`src/rtl/hazard_pipe_ctrl_if.sv`:
```
// ============================================================================
// Module      : hazard_pipe_ctrl_if
// Description : Pipeline-control bundle between the decoder/ctrl unit, the
//               ID/EX register and the hazard controller. The slave modport
//               is the controller's view; master is the driving side.
// Revision    : 1.0 - initial release
// ============================================================================
`default_nettype none

interface hazard_pipe_ctrl_if #(
    parameter int CTRL_W = 24,
    parameter int REG_AW = 5
);
    // Decode-stage inputs
    logic [CTRL_W-1:0] id_ctrl;
    logic [REG_AW-1:0] id_rs;
    logic [REG_AW-1:0] id_rt;
    logic              id_uses_rs;
    logic              id_uses_rt;
    // Execute / memory status
    logic              branch_taken;
    logic              mem_req;
    logic              mem_ready;
    // Controller outputs
    logic [CTRL_W-1:0] ex_ctrl;
    logic [REG_AW-1:0] ex_rt;
    logic              pc_write;
    logic              ifid_write;
    logic              ifid_flush;
    logic              mem_hold;
    logic              stall;
    logic              timeout_err;
    logic [31:0]       perf_bubbles;
    logic [31:0]       perf_flushes;
    logic [31:0]       perf_freezes;

    modport slave (
        input  id_ctrl, id_rs, id_rt, id_uses_rs, id_uses_rt,
        input  branch_taken, mem_req, mem_ready,
        output ex_ctrl, ex_rt, pc_write, ifid_write, ifid_flush,
        output mem_hold, stall, timeout_err,
        output perf_bubbles, perf_flushes, perf_freezes
    );

    modport master (
        output id_ctrl, id_rs, id_rt, id_uses_rs, id_uses_rt,
        output branch_taken, mem_req, mem_ready,
        input  ex_ctrl, ex_rt, pc_write, ifid_write, ifid_flush,
        input  mem_hold, stall, timeout_err,
        input  perf_bubbles, perf_flushes, perf_freezes
    );
endinterface

`default_nettype wire

```
`src/rtl/hazard_pipe_ctrl.sv`:
```
// ============================================================================
// Module      : hazard_pipe_ctrl
// Description : Owns the ID/EX control register. Inserts a single bubble on a
//               load-use hazard, squashes IF/ID and ID/EX on a taken branch,
//               and freezes the pipeline while a data-memory access is
//               pending, with a timeout watchdog (RUN/FREEZE/ERR).
//               Optional macro HAZARD_PERF_EN enables saturating 32-bit
//               bubble/flush/freeze counters; otherwise they read as zero.
// Revision    : 1.0 - initial release
// ============================================================================
`default_nettype none

module hazard_pipe_ctrl #(
    parameter int CTRL_W      = 24,
    parameter int MEMREAD_LSB = 6,
    parameter int REG_AW      = 5,
    parameter int MEM_TIMEOUT = 16
) (
    input  logic              clk,
    input  logic              rst_n,
    hazard_pipe_ctrl_if.slave bus
);

    // A zero timeout still needs a legal (unused) one-bit counter
    localparam int WCNT_W = (MEM_TIMEOUT == 0) ? 1 : $clog2(MEM_TIMEOUT + 1);
    localparam logic [WCNT_W-1:0] C_WAIT_LIMIT =
        WCNT_W'((MEM_TIMEOUT == 0) ? 0 : MEM_TIMEOUT - 1);

    typedef enum logic [1:0] {
        ST_RUN    = 2'd0,
        ST_FREEZE = 2'd1,
        ST_ERR    = 2'd2
    } state_t;

    state_t            r_state, w_state_next;
    logic [WCNT_W-1:0] r_wait_cnt, w_wait_cnt_next;
    logic [CTRL_W-1:0] r_ex_ctrl;
    logic [REG_AW-1:0] r_ex_rt;

    logic w_ex_load, w_loaduse, w_mem_wait, w_freeze;
    logic w_pc_write, w_ifid_write, w_ifid_flush, w_mem_hold, w_stall;

    assign w_ex_load  = (r_ex_ctrl[MEMREAD_LSB+1:MEMREAD_LSB] != 2'b00);
    assign w_loaduse  = w_ex_load && (r_ex_rt != '0) &&
                        ((bus.id_uses_rs && (bus.id_rs == r_ex_rt)) ||
                         (bus.id_uses_rt && (bus.id_rt == r_ex_rt)));
    assign w_mem_wait = bus.mem_req && !bus.mem_ready;
    assign w_freeze   = (r_state == ST_ERR) || w_mem_wait;

    // Watchdog state register and freeze-cycle counter
    always_ff @(posedge clk) begin
        if (!rst_n) begin
            r_state    <= ST_RUN;
            r_wait_cnt <= '0;
        end else begin
            r_state    <= w_state_next;
            r_wait_cnt <= w_wait_cnt_next;
        end
    end

    // Next-state logic and prioritised pipeline enables (freeze > flush > load-use)
    always_comb begin
        w_state_next    = r_state;
        w_wait_cnt_next = r_wait_cnt;
        w_pc_write      = 1'b0;
        w_ifid_write    = 1'b0;
        w_ifid_flush    = 1'b0;
        w_mem_hold      = 1'b0;
        w_stall         = 1'b0;

        case (r_state)
            ST_RUN: begin
                if (w_mem_wait) w_state_next = ST_FREEZE;
            end
            ST_FREEZE: begin
                if (bus.mem_ready)
                    w_state_next = ST_RUN;
                else if ((MEM_TIMEOUT != 0) && (r_wait_cnt == C_WAIT_LIMIT))
                    w_state_next = ST_ERR;
            end
            ST_ERR:  w_state_next = ST_ERR;
            default: w_state_next = ST_RUN;
        endcase

        // Counter only advances on memory-caused freeze; any return to RUN clears it
        if (w_state_next == ST_RUN)
            w_wait_cnt_next = '0;
        else if (w_mem_wait && (r_state != ST_ERR))
            w_wait_cnt_next = r_wait_cnt + 1'b1;

        if (rst_n) begin
            if (w_freeze) begin
                w_mem_hold = 1'b1;
                w_stall    = 1'b1;
            end else if (bus.branch_taken) begin
                w_pc_write   = 1'b1;
                w_ifid_write = 1'b1;
                w_ifid_flush = 1'b1;
            end else if (w_loaduse) begin
                w_stall = 1'b1;
            end else begin
                w_pc_write   = 1'b1;
                w_ifid_write = 1'b1;
            end
        end
    end

    // ID/EX control register: hold on freeze, zero on flush or bubble
    always_ff @(posedge clk) begin
        if (!rst_n) begin
            r_ex_ctrl <= '0;
            r_ex_rt   <= '0;
        end else if (w_freeze) begin
            r_ex_ctrl <= r_ex_ctrl;
            r_ex_rt   <= r_ex_rt;
        end else if (bus.branch_taken || w_loaduse) begin
            r_ex_ctrl <= '0;
            r_ex_rt   <= '0;
        end else begin
            r_ex_ctrl <= bus.id_ctrl;
            r_ex_rt   <= bus.id_rt;
        end
    end

    assign bus.ex_ctrl     = r_ex_ctrl;
    assign bus.ex_rt       = r_ex_rt;
    assign bus.pc_write    = w_pc_write;
    assign bus.ifid_write  = w_ifid_write;
    assign bus.ifid_flush  = w_ifid_flush;
    assign bus.mem_hold    = w_mem_hold;
    assign bus.stall       = w_stall;
    assign bus.timeout_err = (r_state == ST_ERR);

`ifdef HAZARD_PERF_EN
    logic [31:0] r_perf_bubbles, r_perf_flushes, r_perf_freezes;
    logic        w_ev_bubble, w_ev_flush;

    assign w_ev_bubble = !w_freeze && !bus.branch_taken && w_loaduse;
    assign w_ev_flush  = !w_freeze && bus.branch_taken;

    // Saturating event counters
    always_ff @(posedge clk) begin
        if (!rst_n) begin
            r_perf_bubbles <= '0;
            r_perf_flushes <= '0;
            r_perf_freezes <= '0;
        end else begin
            if (w_ev_bubble && (r_perf_bubbles != 32'hFFFF_FFFF))
                r_perf_bubbles <= r_perf_bubbles + 32'd1;
            if (w_ev_flush && (r_perf_flushes != 32'hFFFF_FFFF))
                r_perf_flushes <= r_perf_flushes + 32'd1;
            if (w_freeze && (r_perf_freezes != 32'hFFFF_FFFF))
                r_perf_freezes <= r_perf_freezes + 32'd1;
        end
    end

    assign bus.perf_bubbles = r_perf_bubbles;
    assign bus.perf_flushes = r_perf_flushes;
    assign bus.perf_freezes = r_perf_freezes;
`else
    assign bus.perf_bubbles = 32'd0;
    assign bus.perf_flushes = 32'd0;
    assign bus.perf_freezes = 32'd0;
`endif

endmodule

`default_nettype wire

```
`src/flat_wrapper.sv`:
```
// flat-port wrapper written by rule: the top's interface ports become plain ports
module hazard_pipe_ctrl_flat 
#(
    parameter int CTRL_W      = 24,
    parameter int MEMREAD_LSB = 6,
    parameter int REG_AW      = 5,
    parameter int MEM_TIMEOUT = 16
)
  (clk, rst_n, bus_id_ctrl, bus_id_rs, bus_id_rt, bus_id_uses_rs, bus_id_uses_rt, bus_branch_taken, bus_mem_req, bus_mem_ready, bus_ex_ctrl, bus_ex_rt, bus_pc_write, bus_ifid_write, bus_ifid_flush, bus_mem_hold, bus_stall, bus_timeout_err, bus_perf_bubbles, bus_perf_flushes, bus_perf_freezes);
  hazard_pipe_ctrl_if #(.CTRL_W(CTRL_W), .REG_AW(REG_AW)) bus_i ();
  input  logic clk;
  input  logic rst_n;
  input wire logic [$bits(bus_i.id_ctrl)-1:0] bus_id_ctrl;
  input wire logic [$bits(bus_i.id_rs)-1:0] bus_id_rs;
  input wire logic [$bits(bus_i.id_rt)-1:0] bus_id_rt;
  input wire logic [$bits(bus_i.id_uses_rs)-1:0] bus_id_uses_rs;
  input wire logic [$bits(bus_i.id_uses_rt)-1:0] bus_id_uses_rt;
  input wire logic [$bits(bus_i.branch_taken)-1:0] bus_branch_taken;
  input wire logic [$bits(bus_i.mem_req)-1:0] bus_mem_req;
  input wire logic [$bits(bus_i.mem_ready)-1:0] bus_mem_ready;
  output wire logic [$bits(bus_i.ex_ctrl)-1:0] bus_ex_ctrl;
  output wire logic [$bits(bus_i.ex_rt)-1:0] bus_ex_rt;
  output wire logic [$bits(bus_i.pc_write)-1:0] bus_pc_write;
  output wire logic [$bits(bus_i.ifid_write)-1:0] bus_ifid_write;
  output wire logic [$bits(bus_i.ifid_flush)-1:0] bus_ifid_flush;
  output wire logic [$bits(bus_i.mem_hold)-1:0] bus_mem_hold;
  output wire logic [$bits(bus_i.stall)-1:0] bus_stall;
  output wire logic [$bits(bus_i.timeout_err)-1:0] bus_timeout_err;
  output wire logic [$bits(bus_i.perf_bubbles)-1:0] bus_perf_bubbles;
  output wire logic [$bits(bus_i.perf_flushes)-1:0] bus_perf_flushes;
  output wire logic [$bits(bus_i.perf_freezes)-1:0] bus_perf_freezes;
  assign bus_i.id_ctrl = bus_id_ctrl;
  assign bus_i.id_rs = bus_id_rs;
  assign bus_i.id_rt = bus_id_rt;
  assign bus_i.id_uses_rs = bus_id_uses_rs;
  assign bus_i.id_uses_rt = bus_id_uses_rt;
  assign bus_i.branch_taken = bus_branch_taken;
  assign bus_i.mem_req = bus_mem_req;
  assign bus_i.mem_ready = bus_mem_ready;
  assign bus_ex_ctrl = bus_i.ex_ctrl;
  assign bus_ex_rt = bus_i.ex_rt;
  assign bus_pc_write = bus_i.pc_write;
  assign bus_ifid_write = bus_i.ifid_write;
  assign bus_ifid_flush = bus_i.ifid_flush;
  assign bus_mem_hold = bus_i.mem_hold;
  assign bus_stall = bus_i.stall;
  assign bus_timeout_err = bus_i.timeout_err;
  assign bus_perf_bubbles = bus_i.perf_bubbles;
  assign bus_perf_flushes = bus_i.perf_flushes;
  assign bus_perf_freezes = bus_i.perf_freezes;
  hazard_pipe_ctrl #(.CTRL_W(CTRL_W), .MEMREAD_LSB(MEMREAD_LSB), .REG_AW(REG_AW), .MEM_TIMEOUT(MEM_TIMEOUT)) u_core (.clk(clk), .rst_n(rst_n), .bus(bus_i));
endmodule
```
`config.mk`:
```
export PLATFORM = sky130hd
export DESIGN_NAME = hazard_pipe_ctrl_flat
export DESIGN_NICKNAME = d
export VERILOG_FILES = /design/src/rtl/hazard_pipe_ctrl_if.sv /design/src/rtl/hazard_pipe_ctrl.sv /design/src/flat_wrapper.sv
export SDC_FILE = /design/constraint.sdc
export NUM_CORES = 1
export LEC_CHECK = 0
export CAP_MARGIN = 20
export CORE_MARGIN = 4
export CORE_UTILIZATION = 25
export DETAILED_ROUTE_END_ITERATION = 7
export DONT_BUFFER_PORTS = 1
export GPL_TIMING_DRIVEN = 0
export PLACE_DENSITY_LB_ADDON = 0.05
export SYNTH_ARGS = -nofsm -noshare
export SYNTH_HDL_FRONTEND = slang
export SYNTH_SLANG_ARGS = --single-unit
```
`constraint.sdc`:
```
create_clock -name clk -period 3.35 [get_ports clk]
set_clock_uncertainty 0.1 [all_clocks]
set_input_delay 0.67 -clock clk [delete_from_list [all_inputs] [get_ports clk]]
set_output_delay 0.67 -clock clk [all_outputs]
set_load 0.01 [all_outputs]
```
==> results.ini, run 1 <==
[global_route]
grt_overflow = 0
gr-usage-met3 = 0.0554
grtUsageTotal = 0.110
grt_pass1_wl_mm = 10.0
grt_pass1_vias = 1815
grt_max_degree = 13
antenna_found_initial = 0
grt.busiest_layer = met2
grt_use_met1 = 0.127
grt_util_met2 = 0.180

[floorplan]
dieArea_um2 = 11500
rows = 35
die_x_um = 107
die_y_um = 107
pin_count = 172
start_util = 0.262
core_um2 = 9420

[power_and_ir_drop]
p_comb_frac = 0.232
swShare = 0.306
pwr-share-seq = 0.435
leakage_nw = 1.50
p_clk_frac = 0.332
vdd_ir_drop_max_uv = 191
switchingPower_w = 0.000358
power.internal_w = 0.000814
p_per_area_nw_per_um2 = 379

[setup_path]
path_buf_inv = 2
arrival_ps = 2110
crit_chain = xnor2_1, nand4_1, o22ai_1, buf_2, a21oi_2, buf_4
timing.rr.end = u_core.bus.ex_rt[1]$_SDFFE_PN0P_
worstPathMaxFanout = 10
path_class = reg2out
cp.required_ps = 2580
path_delay_family = flip-flops
r2r_start = u_core.bus.ex_rt[3]$_SDFFE_PN0P_
reg2reg_slack_ps = 1340
critical-path-max-stage-delay_ps = 520
r2r_cells = 5
critPathLaunchType = flip-flop
end_kind = output pin
crit_start = u_core.bus.ex_rt[3]$_SDFFE_PN0P_
cp_slowest_cell = dfxtp_1

[clock_tree]
clk_latency_ps = 290
cts.clk_slew.worst_paths_ps = 90
clock-sinks = 36
cts_hold_buf = 0
numCtsBuffers = 5
cts_root_buffer = clkbuf_8
postCtsResizedCells = 0
cts_max_path_buffers = 2
post-cts-setup-buffers = 0
h-tree-depth = 2
cts_tree = done

[layout]
n_antenna_cell = 0
filler_cell_count = 1017
layout_commonest_cell = buf_4
multi_input_area_um2 = 1260
final_layout_size_suffix_gt1_frac = 0.313
design_area_um2 = 3090
num-nets-final = 438
seq_area_um2 = 721
synthToLayoutAreaGrowth_pct = 25.6
final_cell_mix = buf_4, conb_1, dfxtp_1

[timing]
post-route-min-period_ps = 2880
slew_viol_final = 0
rsz0062_at_grt = no
max_freq_mhz = 347
tns_ps = 0
period_share = 0.859
hold_viol_final = 0
setup_viol_count_final = 0

[logic_synthesis]
syn_area_per_cell_um2 = 8.40
synthesis.area_um2 = 2460
seq_area_frac_synth = 0.293
synth_warnings = 0
synth_cell_type_count = 32
syn_inst = 293
synth_seq_cells = 36

[detailed_routing]
drt_iter0_drc = 58
vias = 1977
wirelength_mm = 6.65
route.detailed.drc = 0
firstDrtPassIters = 4
wl_per_cell_um = 12.7
viasPerCell = 3.77
drtAntennaViolNets = 0

[placed_design]
hpwl_mm = 5.25
placed_area_um2 = 2980
port_buffers = 0
gp_congestion = 0.692

[status]
outcome = finished, final reports clean

[min_path]
min-delay-start = bus_mem_ready
holdPathEnd = u_core.r_state[0]$_SDFF_PN0_
min_delay_path_depth = 1
hold_path_class = in2reg

[flow_run]
maxCapViolations = 0

per-layer routing:
layer | share of wire | routed length (µm) | vias up
met1 | 0.38 | 2500 | 832
met2 | 0.47 | 3110 | 115
met3 | 0.15 | 995 | 4
met4 | 0.0066 | 44 | 0
li1 | - | - | 1026
met5 | 0 | 0 | -
per-stage QoR:
stage | total power, W | hold slack, ps | setup slack (ps) | instances | utilization
floorplan | 0.000747 | 339 | 927 | 388 | -
global placement | 0.000790 | 373 | 548 | 517 | 0.317
detailed placement | 0.000790 | 380 | 587 | 517 | 0.317
CTS | 0.00119 | 352 | 391 | 525 | 0.328
global route | 0.00125 | 343 | 294 | 525 | 0.328
finish | 0.00117 | 365 | 472 | 525 | 0.328
cell type report:
cell class | instances | area share
buffer | 113 | 0.268
clock inverter | 3 | 0.0138
sequential | 36 | 0.233
clock buffer | 5 | 0.0223
tap | 129 | 0.0522
multi-input combinational | 237 | 0.409
inverter | 2 | 0.00243
cell families after synthesis:
family	count (synthesis)	share of synthesized area
compound gates	68	0.199
simple gates	58	0.112
flops	36	0.293
other cells	1	0.00152
xor+xnor	13	0.0462
buf+inv	115	0.339
fa+ha+maj	2	0.0102
Yosys cell counts:
master     count  area share
a2111oi_2      1      0.0061
a211oi_1       1      0.0030
a21o_1         1      0.0030
a21oi_1        1      0.0020
a21oi_2        1      0.0036
a32oi_1       29        0.10
and3_1         2      0.0051
buf_2         10       0.020
buf_4         98        0.30
buf_6          3       0.014
clkbuf_1       2      0.0030
conb_1         1      0.0015
dfxtp_1       36        0.29
ha_1           2       0.010
inv_1          2      0.0030
nand2_1       33       0.050
nand2b_1       4       0.010
nand3_1        1      0.0020
nand4_1        2      0.0051
nor2_1         9       0.014
nor2b_1        2      0.0051
nor3_1         1      0.0020
nor3_4         1      0.0066
nor3b_1        1      0.0030
nor4bb_1       1      0.0041
o21a_1         2      0.0061
o21ai_0       17       0.035
o21ai_1       13       0.026
o22ai_1        1      0.0025
o22ai_4        1      0.0081
or4_4          1      0.0046
xnor2_1       13       0.046
state kept, by name, indices dropped and copies added (netlist names):
register / count
u_core.r_wait_cnt: 5
u_core.r_state: 2
u_core.bus.ex_rt: 5
u_core.bus.ex_ctrl: 24
how the worst max path moves through the flow:
stage / slack, ps / cells past startpoint / to
floorplan: 930 / 6 / bus_pc_write
global placement: 550 / 6 / bus_pc_write
finish: 470 / 6 / bus_pc_write
detailed placement: 590 / 6 / bus_pc_write
CTS: 390 / 6 / bus_pc_write
global route: 290 / 6 / bus_pc_write
power by group through the flow:
stage	clock, W	sequential [W]	combinational [W]
after global placement	0	0.000522	0.000267
after global routing	0.000431	0.000515	0.000302
after detailed placement	0	0.000521	0.000269
final	0.000390	0.000510	0.000272
after CTS	0.000410	0.000512	0.000269
after floorplan	0	0.000508	0.000239
(Power assumes the default switching activity.)
==> run 2, diff against run 1 <==
Settings changed: CTS_CLUSTER_DIAMETER set to 150.
==> results of run 2 <==
No change in the layout: final DEF, timing and power equal those of run 1.
==> run 3, diff against run 2 <==
Settings changed: HOLD_SLACK_MARGIN set to 0.05, TNS_END_PERCENT set to 1.
==> results of run 3 <==
No change in the layout: final DEF, timing and power equal those of run 1.
